**src/rtl/drap_pkg.sv**
```systemverilog
// Shared constants and types for the DRAP fetch stage.
package drap_pkg;

  localparam int unsigned B_DEF  = 32;
  localparam int unsigned W_DEF  = 7;
  localparam int unsigned CW_DEF = 16;

  localparam logic [31:0] NOP_WORD  = 32'h0000_0000;
  localparam logic [31:0] HALT_WORD = 32'hFFFF_FFFF;

  typedef enum logic {
    StRun,
    StHalt
  } fetch_state_e;

endpackage

```
**src/rtl/drap_ifetch_if.sv**
```systemverilog
// Instruction-memory address/data bus plus the IF/ID register outputs.
interface drap_ifetch_if #(
  parameter int unsigned B = 32,
  parameter int unsigned W = 7
);

  logic [W-1:0] imem_addr;
  logic [B-1:0] imem_data;
  logic [B-1:0] instr;
  logic [W-1:0] pc_out;
  logic [W-1:0] pc_plus1;
  logic         valid;

  // Fetch stage side.
  modport master (
    output imem_addr,
    input  imem_data,
    output instr,
    output pc_out,
    output pc_plus1,
    output valid
  );

  // Memory / decode side.
  modport slave (
    input  imem_addr,
    output imem_data,
    input  instr,
    input  pc_out,
    input  pc_plus1,
    input  valid
  );

endinterface

```
**src/rtl/drap_pc_next.sv**
```systemverilog
// Combinational next-PC select: halt hold, jump, branch, stall, flush, halt word, pc+1.
module drap_pc_next import drap_pkg::*; #(
  parameter int unsigned W = W_DEF
) (
  input  logic [W-1:0] pc,
  input  logic         in_halt,
  input  logic         jump,
  input  logic [W-1:0] jump_target,
  input  logic         branch_taken,
  input  logic [W-1:0] branch_target,
  input  logic         stall,
  input  logic         flush,
  input  logic         halt_word,
  output logic [W-1:0] pc_next,
  output logic [W-1:0] pc_inc
);

  // Natural W-bit truncation gives the wrap from 2**W-1 to 0.
  assign pc_inc = pc + W'(1);

  // Priority select; a halt word only matters in a plain fetch cycle.
  always_comb begin
    pc_next = pc_inc;
    if (in_halt)           pc_next = pc;
    else if (jump)         pc_next = jump_target;
    else if (branch_taken) pc_next = branch_target;
    else if (stall)        pc_next = pc;
    else if (flush)        pc_next = pc_inc;
    else if (halt_word)    pc_next = pc;
  end

endmodule

```
**src/rtl/drap_ifetch.sv**
```systemverilog
// DRAP instruction fetch stage: PC, IF/ID register, RUN/HALT FSM, fetch counter.
module drap_ifetch import drap_pkg::*; #(
  parameter int unsigned B  = B_DEF,
  parameter int unsigned W  = W_DEF,
  parameter int unsigned CW = CW_DEF
) (
  input  logic          clk,
  input  logic          reset,
  input  logic          stall,
  input  logic          flush,
  input  logic          branch_taken,
  input  logic [W-1:0]  branch_target,
  input  logic          jump,
  input  logic [W-1:0]  jump_target,
  drap_ifetch_if.master bus,
  output logic          halted,
  output logic [CW-1:0] fetch_count
);

  fetch_state_e  state_q, state_d;
  logic [W-1:0]  pc_q, pc_d, pc_inc;
  logic [B-1:0]  instr_q, instr_d;
  logic [W-1:0]  pc_out_q, pc_out_d;
  logic [W-1:0]  pc_plus1_q, pc_plus1_d;
  logic          valid_q, valid_d;
  logic [CW-1:0] count_q, count_d;
  logic          halt_word;

  assign halt_word = (bus.imem_data == B'(HALT_WORD));

  drap_pc_next #(
    .W (W)
  ) u_pc_next (
    .pc            (pc_q),
    .in_halt       (state_q == StHalt),
    .jump          (jump),
    .jump_target   (jump_target),
    .branch_taken  (branch_taken),
    .branch_target (branch_target),
    .stall         (stall),
    .flush         (flush),
    .halt_word     (halt_word),
    .pc_next       (pc_d),
    .pc_inc        (pc_inc)
  );

  // FSM next state and IF/ID / counter next values.
  always_comb begin
    state_d    = state_q;
    instr_d    = instr_q;
    pc_out_d   = pc_out_q;
    pc_plus1_d = pc_plus1_q;
    valid_d    = valid_q;
    count_d    = count_q;
    unique case (state_q)
      StRun: begin
        if (jump || branch_taken || (!stall && flush)) begin
          // Bubble: pc_out/pc_plus1 keep their old values.
          instr_d = B'(NOP_WORD);
          valid_d = 1'b0;
        end else if (!stall) begin
          instr_d    = bus.imem_data;
          pc_out_d   = pc_q;
          pc_plus1_d = pc_inc;
          valid_d    = 1'b1;
          if (count_q != {CW{1'b1}}) count_d = count_q + CW'(1);
          if (halt_word) state_d = StHalt;
        end
      end
      StHalt: begin
        instr_d = B'(NOP_WORD);
        valid_d = 1'b0;
      end
      default: state_d = StRun;
    endcase
  end

  // State registers with synchronous reset.
  always_ff @(posedge clk) begin
    if (reset) begin
      state_q    <= StRun;
      pc_q       <= '0;
      instr_q    <= B'(NOP_WORD);
      pc_out_q   <= '0;
      pc_plus1_q <= '0;
      valid_q    <= 1'b0;
      count_q    <= '0;
    end else begin
      state_q    <= state_d;
      pc_q       <= pc_d;
      instr_q    <= instr_d;
      pc_out_q   <= pc_out_d;
      pc_plus1_q <= pc_plus1_d;
      valid_q    <= valid_d;
      count_q    <= count_d;
    end
  end

  assign bus.imem_addr = pc_q;
  assign bus.instr     = instr_q;
  assign bus.pc_out    = pc_out_q;
  assign bus.pc_plus1  = pc_plus1_q;
  assign bus.valid     = valid_q;
  assign halted        = (state_q == StHalt);
  assign fetch_count   = count_q;

endmodule

```
**src/flat_wrapper.sv**
```systemverilog
// flat-port wrapper written by rule: the top's interface ports become plain ports
module drap_ifetch_flat import drap_pkg::*;
#(
  parameter int unsigned B  = B_DEF,
  parameter int unsigned W  = W_DEF,
  parameter int unsigned CW = CW_DEF
)
  (clk, reset, stall, flush, branch_taken, branch_target, jump, jump_target, halted, fetch_count, bus_imem_addr, bus_imem_data, bus_instr, bus_pc_out, bus_pc_plus1, bus_valid);
  drap_ifetch_if #(.B(B), .W(W)) bus_i ();
  input  logic clk;
  input  logic reset;
  input  logic stall;
  input  logic flush;
  input  logic branch_taken;
  input  logic [W-1:0] branch_target;
  input  logic jump;
  input  logic [W-1:0] jump_target;
  output logic halted;
  output logic [CW-1:0] fetch_count;
  output wire logic [$bits(bus_i.imem_addr)-1:0] bus_imem_addr;
  input wire logic [$bits(bus_i.imem_data)-1:0] bus_imem_data;
  output wire logic [$bits(bus_i.instr)-1:0] bus_instr;
  output wire logic [$bits(bus_i.pc_out)-1:0] bus_pc_out;
  output wire logic [$bits(bus_i.pc_plus1)-1:0] bus_pc_plus1;
  output wire logic [$bits(bus_i.valid)-1:0] bus_valid;
  assign bus_imem_addr = bus_i.imem_addr;
  assign bus_i.imem_data = bus_imem_data;
  assign bus_instr = bus_i.instr;
  assign bus_pc_out = bus_i.pc_out;
  assign bus_pc_plus1 = bus_i.pc_plus1;
  assign bus_valid = bus_i.valid;
  drap_ifetch #(.B(B), .W(W), .CW(CW)) u_core (.clk(clk), .reset(reset), .stall(stall), .flush(flush), .branch_taken(branch_taken), .branch_target(branch_target), .jump(jump), .jump_target(jump_target), .bus(bus_i), .halted(halted), .fetch_count(fetch_count));
endmodule
```
**config.mk**
```make
export PLATFORM = sky130hd
export DESIGN_NAME = drap_ifetch_flat
export DESIGN_NICKNAME = d
export VERILOG_FILES = /design/src/rtl/drap_pkg.sv /design/src/rtl/drap_ifetch_if.sv /design/src/rtl/drap_pc_next.sv /design/src/rtl/drap_ifetch.sv /design/src/flat_wrapper.sv
export SDC_FILE = /design/constraint.sdc
export NUM_CORES = 1
export LEC_CHECK = 0
export CAP_MARGIN = 20
export CORE_MARGIN = 2
export CORE_UTILIZATION = 44
export DETAILED_ROUTE_END_ITERATION = 10
export PLACE_DENSITY_LB_ADDON = 0.08
export SYNTH_ARGS = -nofsm -noshare
export SYNTH_HDL_FRONTEND = slang
export SYNTH_HIERARCHICAL = 1
export SYNTH_SLANG_ARGS = --single-unit
```
**constraint.sdc**
```tcl
create_clock -name clk -period 2.6 [get_ports clk]
set_clock_uncertainty 0.15 [all_clocks]
set_input_delay 0.39 -clock clk [delete_from_list [all_inputs] [get_ports clk]]
set_output_delay 0.39 -clock clk [all_outputs]
set_load 0.02 [all_outputs]
```
======== After elaboration in Yosys (flattened, before gate mapping) ========
Index checks and enable logic that the tools add are counted.
operators by class
  $add $sub $neg .......................... 2
  equality and inequality tests ........... 5
  multiplexer cells ....................... 15
  bitwise operators ....................... 3
  reductions and logical operators ........ 7
operator list
  operator               count
  $mux 32                2
  $pmux 32 s2            1
  $mux 7                 5
  $eq 32x32->1 const B   1
  $add 16x1->16 const B  1
  $ne 16x16->1 const B   1
  $add 7x1->7 const B    1
  $mux 1                 6
  $reduce_and 3->1       2
  $ne 4x4->1 const B     1
  $reduce_and 4->1       1
  $ne 3x1->1 const B     1
  $ne 3x2->1 const B     1
  $not 1->1              3
  $logic_or 1x1->1       2
  $pmux 1 s2             1
  $logic_and 1x1->1      1
  $logic_not 1->1        1
storage, ports and cells
  register bits after elaboration ......... 71
  input bits .............................. 52
  output and inout port bits .............. 71
  logic and storage cells ................. 39

======== Longest topological paths before layout ========
Gate-level depths: netlist of the first run.
  depth after elaboration ................. 6
  gate-level depth with buffers ........... 8
  depth with buffers taken out ............ 8

======== Cells and area by module ========
Netlist of the first run, hierarchy kept.
by module, submodules not included
  module        instances  cells an instance  area each (µm²)  sequential area each (µm²)
  drap_ifetch   1          304                2680.1           1421.4
  drap_pc_next  1          76                 508.0            0.0

======== Worst setup path after synthesis of the first run ========
No wires, ideal clock.
  path kind ............................... flip-flop to flip-flop
  from .................................... reg u_core.state_q, in the netlist u_core/halted
  to ...................................... reg u_core.count_q[10], in the netlist u_core/fetch_count[10]
  arrival time ............................ 2.107 ns
  path slack .............................. 0.272 ns
  cell stages (with the launch flop) ...... 6
  buffers on the path ..................... 1
  clock period less this slack ............ 2.328 ns
  cells stage by stage .................... dfxtp_1 or3_4 or4_1 buf_2 or4_1 a21oi_1
on the way
  word-level cells in the longest chain between the ends .. 2
ends and longest elaborated chain
  element                     line               text
  start, declared             drap_ifetch.sv:20  fetch_state_e state_q, state_d;
  start signal, assigned      drap_ifetch.sv:81  state_q <= StRun;
  start signal, assigned      drap_ifetch.sv:89  state_q <= state_d;
  $not 1->1 (no line)         n/a
  $reduce_and 4->1 (no line)  n/a
  end signal, assigned        drap_ifetch.sv:95  count_q <= count_d;
  end, declared               drap_ifetch.sv:26  logic [CW-1:0] count_q, count_d;
Every way passes these cells.
A chain may end at the register's enable or synchronous reset.

======== Worst setup path after layout of the first run ========
  from .................................... in bus_imem_data[15]
  to ...................................... reg u_core.pc_q[5], in the netlist u_core/bus.imem_addr[5]
on the way
  word-level cells in the longest chain between the ends .. 3
ends and longest elaborated chain
  element                     line                text
  start, declared             flat_wrapper.sv:21  input wire logic [$bits(bus_i.imem_data)-1:0] bus_imem_data;
  $eq 32x32->1                drap_ifetch.sv:29   assign halt_word = (bus.imem_data == B'(HALT_WORD));
  net u_core.halt_word        drap_ifetch.sv:27   logic halt_word;
  $ne 4x4->1 (no line)        n/a
  $reduce_and 3->1 (no line)  n/a
  end signal, assigned        drap_ifetch.sv:90   pc_q <= pc_d;
  end, declared               drap_ifetch.sv:21   logic [W-1:0] pc_q, pc_d, pc_inc;
The timed path passes the listed nets, and every way through them passes these cells.

==> results of run 1 <==
## where the power goes
group	switching (mW)	internal, mW	leakage, nW
clock	0.401	0.396	0.0894
combinational	0.131	0.156	0.980
sequential	0.0223	1.10	0.574
total	0.554	1.66	1.64
## worst max-delay path: cells and delay by family
family	cells	cell delay, ps
and+or+nand+nor	6	960
buffers and inverters	2	660
AOI/OAI and AO/OA	2	480
## repair_timing
action	4_1_cts	5_1_grt
hold buffers	0	0
resized for setup	0	1
setup endpoints to repair	0	3
## kinds of logic (layout without fill, tap and decap cells)
logic type	after synthesis	count (layout)	synth area share, %
and+or+nand+nor	154	154	24.7
AOI/OAI and AO/OA	112	112	23.5
DFF	71	71	44.6
buffers and inverters	34	171	4.36
xor gates and xnor gates	5	5	1.37
adders and majority gates	2	2	0.785
muxes	2	2	0.706
## Yosys cell counts, types with 7 or more instances
cell	number	area, sq um
or4_1	10	75.1
dfxtp_1	71	1420
a22oi_1	33	248
nand2_1	37	139
nand4_1	14	87.6
o21ai_0	11	55.1
o31ai_1	9	67.6
clkbuf_1	23	86.3
nor2b_1	11	68.8
nor2_1	46	173
nand3_1	7	35.0
a21oi_1	37	185
## how the worst max path moves through the flow
stage | start | to
after CTS | bus_imem_data[15] | u_core/bus.imem_addr[5]$_SDFF_PP0_
after global placement | bus_imem_data[15] | u_core/bus.imem_addr[5]$_SDFF_PP0_
after global routing | bus_imem_data[16] | u_core/bus.imem_addr[5]$_SDFF_PP0_
after floorplan | u_core/halted$_SDFF_PP0_ | u_core/fetch_count[10]$_SDFFE_PP0P_
after detailed placement | bus_imem_data[15] | u_core/bus.imem_addr[5]$_SDFF_PP0_
final | bus_imem_data[15] | u_core/bus.imem_addr[5]$_SDFF_PP0_
## metal layers
layer  vias up  track usage, %  routed length [um]
li1       1666               -                   -
met1      1584            28.8                3970
met2       101            35.7                4240
met3         6            8.13                 641
met4         0            7.46                  69
met5         -               0                   0
## registers in the layout, indices dropped and copies added (netlist names)
signal / count
u_core/bus.imem_addr: 7
u_core/bus.instr: 32
u_core/fetch_count: 16
u_core/bus.pc_out: 7
u_core/bus.pc_plus1: 7
u_core/bus.valid: 1
u_core/halted: 1
## through the flow
stage / setup slack (ps) / TNS, ps / area, sq um
after floorplan: 272 / 0 / 3190
after global placement: -183 / -1110 / 4650
after detailed placement: -210 / -1390 / 4650
after CTS: 145 / 0 / 4830
after global routing: 46.7 / 0 / 4830
final: 180 / 0 / 4830
## area by class of cell
class                           count  area, sq um
Fill cell                         630         2300
Multi-Input combinational cell    275         1650
Timing Repair Buffer              148         1440
Sequential cell                    71         1420
Clock buffer                       13          159
Tap cell                           99          124
Inverter                            7         26.3
Clock inverter                      3         17.5
==> impl_metrics.json, run 1 <==
{
  "grt_pass1_vias": 3027,
  "root_buffer": "clkbuf_8",
  "dr.pass1.iters": 4,
  "hpwl_um": 6340,
  "ctsLongestPathBuffers": 2,
  "avgSynthCellArea_sq_um": 8.39,
  "start_util_pct": 44.7,
  "final_antenna_net_count": 0,
  "p_leak_nw": 1.64,
  "fin_crit_sh_pct": 93.1,
  "grt_max_degree": 33,
  "cp_slowest_cell": "clkdlybuf4s50_1",
  "dp_cells": 600,
  "finalPower_mw": 2.21,
  "portBuffers": 122,
  "htree_num_levels": 3,
  "fp.dieW_um": 89.1,
  "slew_headroom_pct": 72.5,
  "cts_buffers": 9,
  "seq_area_frac_synth_pct": 44.6,
  "path_cells": "clkdlybuf4s50_1, nand4_1, nor4_2, buf_4, and2_1, nor2b_4, nor2_1, a2111oi_2, a211oi_2, nor2b_1",
  "syn_nets": 434,
  "r2r_start": "u_core/fetch_count[0]$_SDFFE_PP0P_",
  "netlist_instances": 380,
  "drive_above_1_share_pct": 11.2,
  "hp-start": "u_core/bus.pc_out[3]$_SDFFE_PP0P_",
  "worstSetupEndpointType": "flop",
  "max_clock_freq_mhz": 413,
  "core-area_sq_um": 7140,
  "setup_viol": 0,
  "grt_overflow_total": 0,
  "final_nets": 566,
  "ys.flop_type": "dfxtp_1",
  "tritoncts": "done",
  "final_common_cell": "clkdlybuf4s50_1",
  "die_y_um": 89.1,
  "vias_per_cell": 5.45,
  "final_cell_mix": "121 x clkdlybuf4s50_1, 71 x dfxtp_1, 45 x nor2_1, 37 x nand2_1, 37 x a21oi_1",
  "layoutNonFillerInstCount": 616,
  "hold_depth": 2,
  "ys_ff_latch": 71,
  "wl_per_cell_um": 14.5,
  "antenna_found_initial": 0,
  "start_kind": "input pin",
  "tightest_slew_ps": 409,
  "max-cap-violations": 0,
  "route.detailed.drc": 0,
  "rrSetupSlack_ps": 290,
  "wirelength_um": 8920,
  "dieArea_sq_um": 7940,
  "insertion_delay_ps": 340,
  "io_pins": 123,
  "cp_slowest_stage_delay_ps": 490,
  "critical_path_required_ps": 2670,
  "clk_pin_slew_ps": 70,
  "worstSetupPathType": "input pin to flop",
  "r2r_end": "u_core/fetch_count[10]$_SDFFE_PP0P_",
  "synth_edf_count": 0,
  "ys_types": 51,
  "vdd_ir_drop_max_v": 0.000355,
  "r2r_cells": 5,
  "num_vias": 3357,
  "yosysWarnings": 6,
  "drt_iter0_markers": 241,
  "async_flop_share_pct": 0,
  "hold_viol_final": 0,
  "power_density_nw_per_um2": 458,
  "status": "finished, final reports clean",
  "diodes": 0,
  "gp_congestion": 0.875,
  "holdWs_ps": 303,
  "whs_endpoint": "u_core/bus.pc_out[3]$_SDFFE_PP0P_",
  "hp-class": "flop to flop",
  "min_period_ps": 2420,
  "clkSinkCount": 71,
  "worstPathMaxFanout": 4,
  "grt_pass1_wl_um": 14100,
  "grt_setup_unrepaired": "no",
  "drv_slew": 0,
  "grt_use_total_pct": 22.6,
  "utilization_pct": 67.7,
  "synthToLayoutAreaGrowth_pct": 51.6,
  "crit_arrival_ps": 2490,
  "netlist_area_sq_um": 3190,
  "cts_setup_buffers": 0,
  "rows": 31
}
(Power assumes the default switching activity.)
==> inputs of run 2 (changes only) <==
--- a/config.mk
+++ b/config.mk
@@ -7,7 +7,7 @@
 export LEC_CHECK = 0
 export CAP_MARGIN = 20
 export CORE_MARGIN = 2
-export CORE_UTILIZATION = 44
+export CORE_UTILIZATION = 47
 export DETAILED_ROUTE_END_ITERATION = 10
 export PLACE_DENSITY_LB_ADDON = 0.08
 export SYNTH_ARGS = -nofsm -noshare
==> constraint.sdc (replaced) <==
create_clock -name clk -period 3.1 [get_ports clk]
set_clock_uncertainty 0.15 [all_clocks]
set_input_delay 0.465 -clock clk [delete_from_list [all_inputs] [get_ports clk]]
set_output_delay 0.465 -clock clk [all_outputs]
set_load 0.02 [all_outputs]
==> impl_metrics.json, run 2 (synthesis results as in run 1) <==
{
  "stdcell_area_sq_um": 4730,
  "grt_setup_unrepaired": "no",
  "final_antenna_net_count": 0,
  "fp.dieW_um": 86.4,
  "dieArea_sq_um": 7460,
  "drv_slew": 0,
  "synthToLayoutAreaGrowth_pct": 48.3,
  "start_util_pct": 47.7,
  "drt_iter0_markers": 194,
  "grt_overflow_total": 0,
  "grt_pass1_vias": 3009,
  "tritoncts": "done",
  "max-cap-violations": 0,
  "core-area_sq_um": 6680,
  "worstSetupEndpointType": "flop",
  "place_area_sq_um": 4500,
  "clkSinkCount": 71,
  "largest_reg_flops": 32,
  "finalPower_mw": 2.01,
  "vias_per_cell": 5.67,
  "tightest_slew_ps": 631,
  "hp-class": "flop to flop",
  "holdWs_ps": 304,
  "root_buffer": "clkbuf_8",
  "grt_max_degree": 36,
  "dp_slack_ps": 191,
  "clk_pin_slew_ps": 70,
  "hold_viol_final": 0,
  "grt_pass1_wl_um": 14300,
  "max_clock_freq_mhz": 390,
  "final.setup.tns_ps": 0,
  "final_cell_mix": "121 x clkdlybuf4s50_1, 71 x dfxtp_1, 45 x nor2_1, 37 x nand2_1, 37 x a21oi_1",
  "cts_buffers": 9,
  "start_kind": "input pin",
  "p_leak_nw": 1.60,
  "worstPathMaxFanout": 4,
  "cts_resized": 0,
  "drive_above_1_share_pct": 8.95,
  "worstSetupPathType": "input pin to flop",
  "route.detailed.drc": 0,
  "rows": 30,
  "crit_arrival_ps": 2620,
  "slew_headroom_pct": 57.9,
  "antenna_found_initial": 0,
  "gp_congestion": 0.906,
  "setup_ws_ps": 533,
  "final_nets": 552,
  "diodes": 0,
  "hold_depth": 2,
  "hpwl_um": 6230,
  "r2r_cells": 5,
  "critical_path_required_ps": 3160,
  "postCtsHoldBufs": 0,
  "fin_crit_sh_pct": 82.8,
  "wirelength_um": 8940,
  "grt_use_total_pct": 23.9,
  "power_density_nw_per_um2": 426,
  "htree_num_levels": 3,
  "insertion_delay_ps": 330,
  "portBuffers": 122,
  "cts_setup_buffers": 0,
  "die_y_um": 86.4,
  "ctsLongestPathBuffers": 2,
  "num_vias": 3307,
  "vdd_ir_drop_max_v": 0.000225,
  "dr.pass1.iters": 5,
  "final_common_cell": "clkdlybuf4s50_1",
  "min_period_ps": 2570,
  "status": "finished, final reports clean",
  "io_pins": 123,
  "wl_per_cell_um": 15.3,
  "setup_viol": 0
}
[run 2: cell types whose count changed in the layout (fill, tap and decap cells not counted), sizes merged]
cell,delta
clkinv,-1
clkinvlp,+1
buf,-14
bufinv,+2
clkbuf,-2
[run 2: worst max-delay path, stage by stage]
cell and delay (ps):
clkdlybuf4s50_1 480, nand4_1 90, nor4_1 450, and2_1 210, nor2b_4 190, nor2_1 110, a2111oi_2 400, a211oi_2 80
nor2b_1 140
[run 2: metrics by stage]
| step | cells | util [%] |
|---|---|---|
| 3_5_place_dp | 567 | 67.3 |
| 4_1_cts | 583 | 70.7 |
| 6_report | 583 | 70.7 |
| 3_3_place_gp | 567 | 67.3 |
| 2_1_floorplan | 380 | - |
| 5_1_grt | 583 | 70.7 |
[run 2: final cells by class]
| cell class | count | area, sq um |
|---|---|---|
| Clock buffer | 11 | 151 |
| Clock inverter | 5 | 80.1 |
| Fill cell | 555 | 1950 |
| Inverter | 7 | 26.3 |
| Multi-Input combinational cell | 275 | 1640 |
| Sequential cell | 71 | 1420 |
| Tap cell | 80 | 100 |
| Timing Repair Buffer | 134 | 1310 |
[run 2: report_power, final]
part	leakage [nW]	internal [mW]	switching (mW)
Clock	0.112	0.496	0.337
Sequential	0.574	0.926	0.0197
Combinational	0.911	0.124	0.109
Total	1.60	1.55	0.466
[run 2: final timing paths]
kind | startpoint | end | slack [ps]
worst min register to register | u_core/bus.pc_out[0]$_SDFFE_PP0P_ | u_core/bus.pc_out[0]$_SDFFE_PP0P_ | 300
worst max-delay path | bus_imem_data[21] | u_core/bus.imem_addr[5]$_SDFF_PP0_ | 530
worst max register to register | u_core/fetch_count[0]$_SDFFE_PP0P_ | u_core/fetch_count[10]$_SDFFE_PP0P_ | 740
worst min-delay path | u_core/bus.pc_out[0]$_SDFFE_PP0P_ | u_core/bus.pc_out[0]$_SDFFE_PP0P_ | 300
[run 2: metal layers]
metal	track usage (%)	wire length [um]	vias to the layer above	share of wire, %
met2	39.2	4280	122	48
met4	9.38	70	0	0.78
li1	-	-	1629	-
met5	0	0	-	0
met1	30.6	4010	1550	45
met3	5.33	570	6	6.4
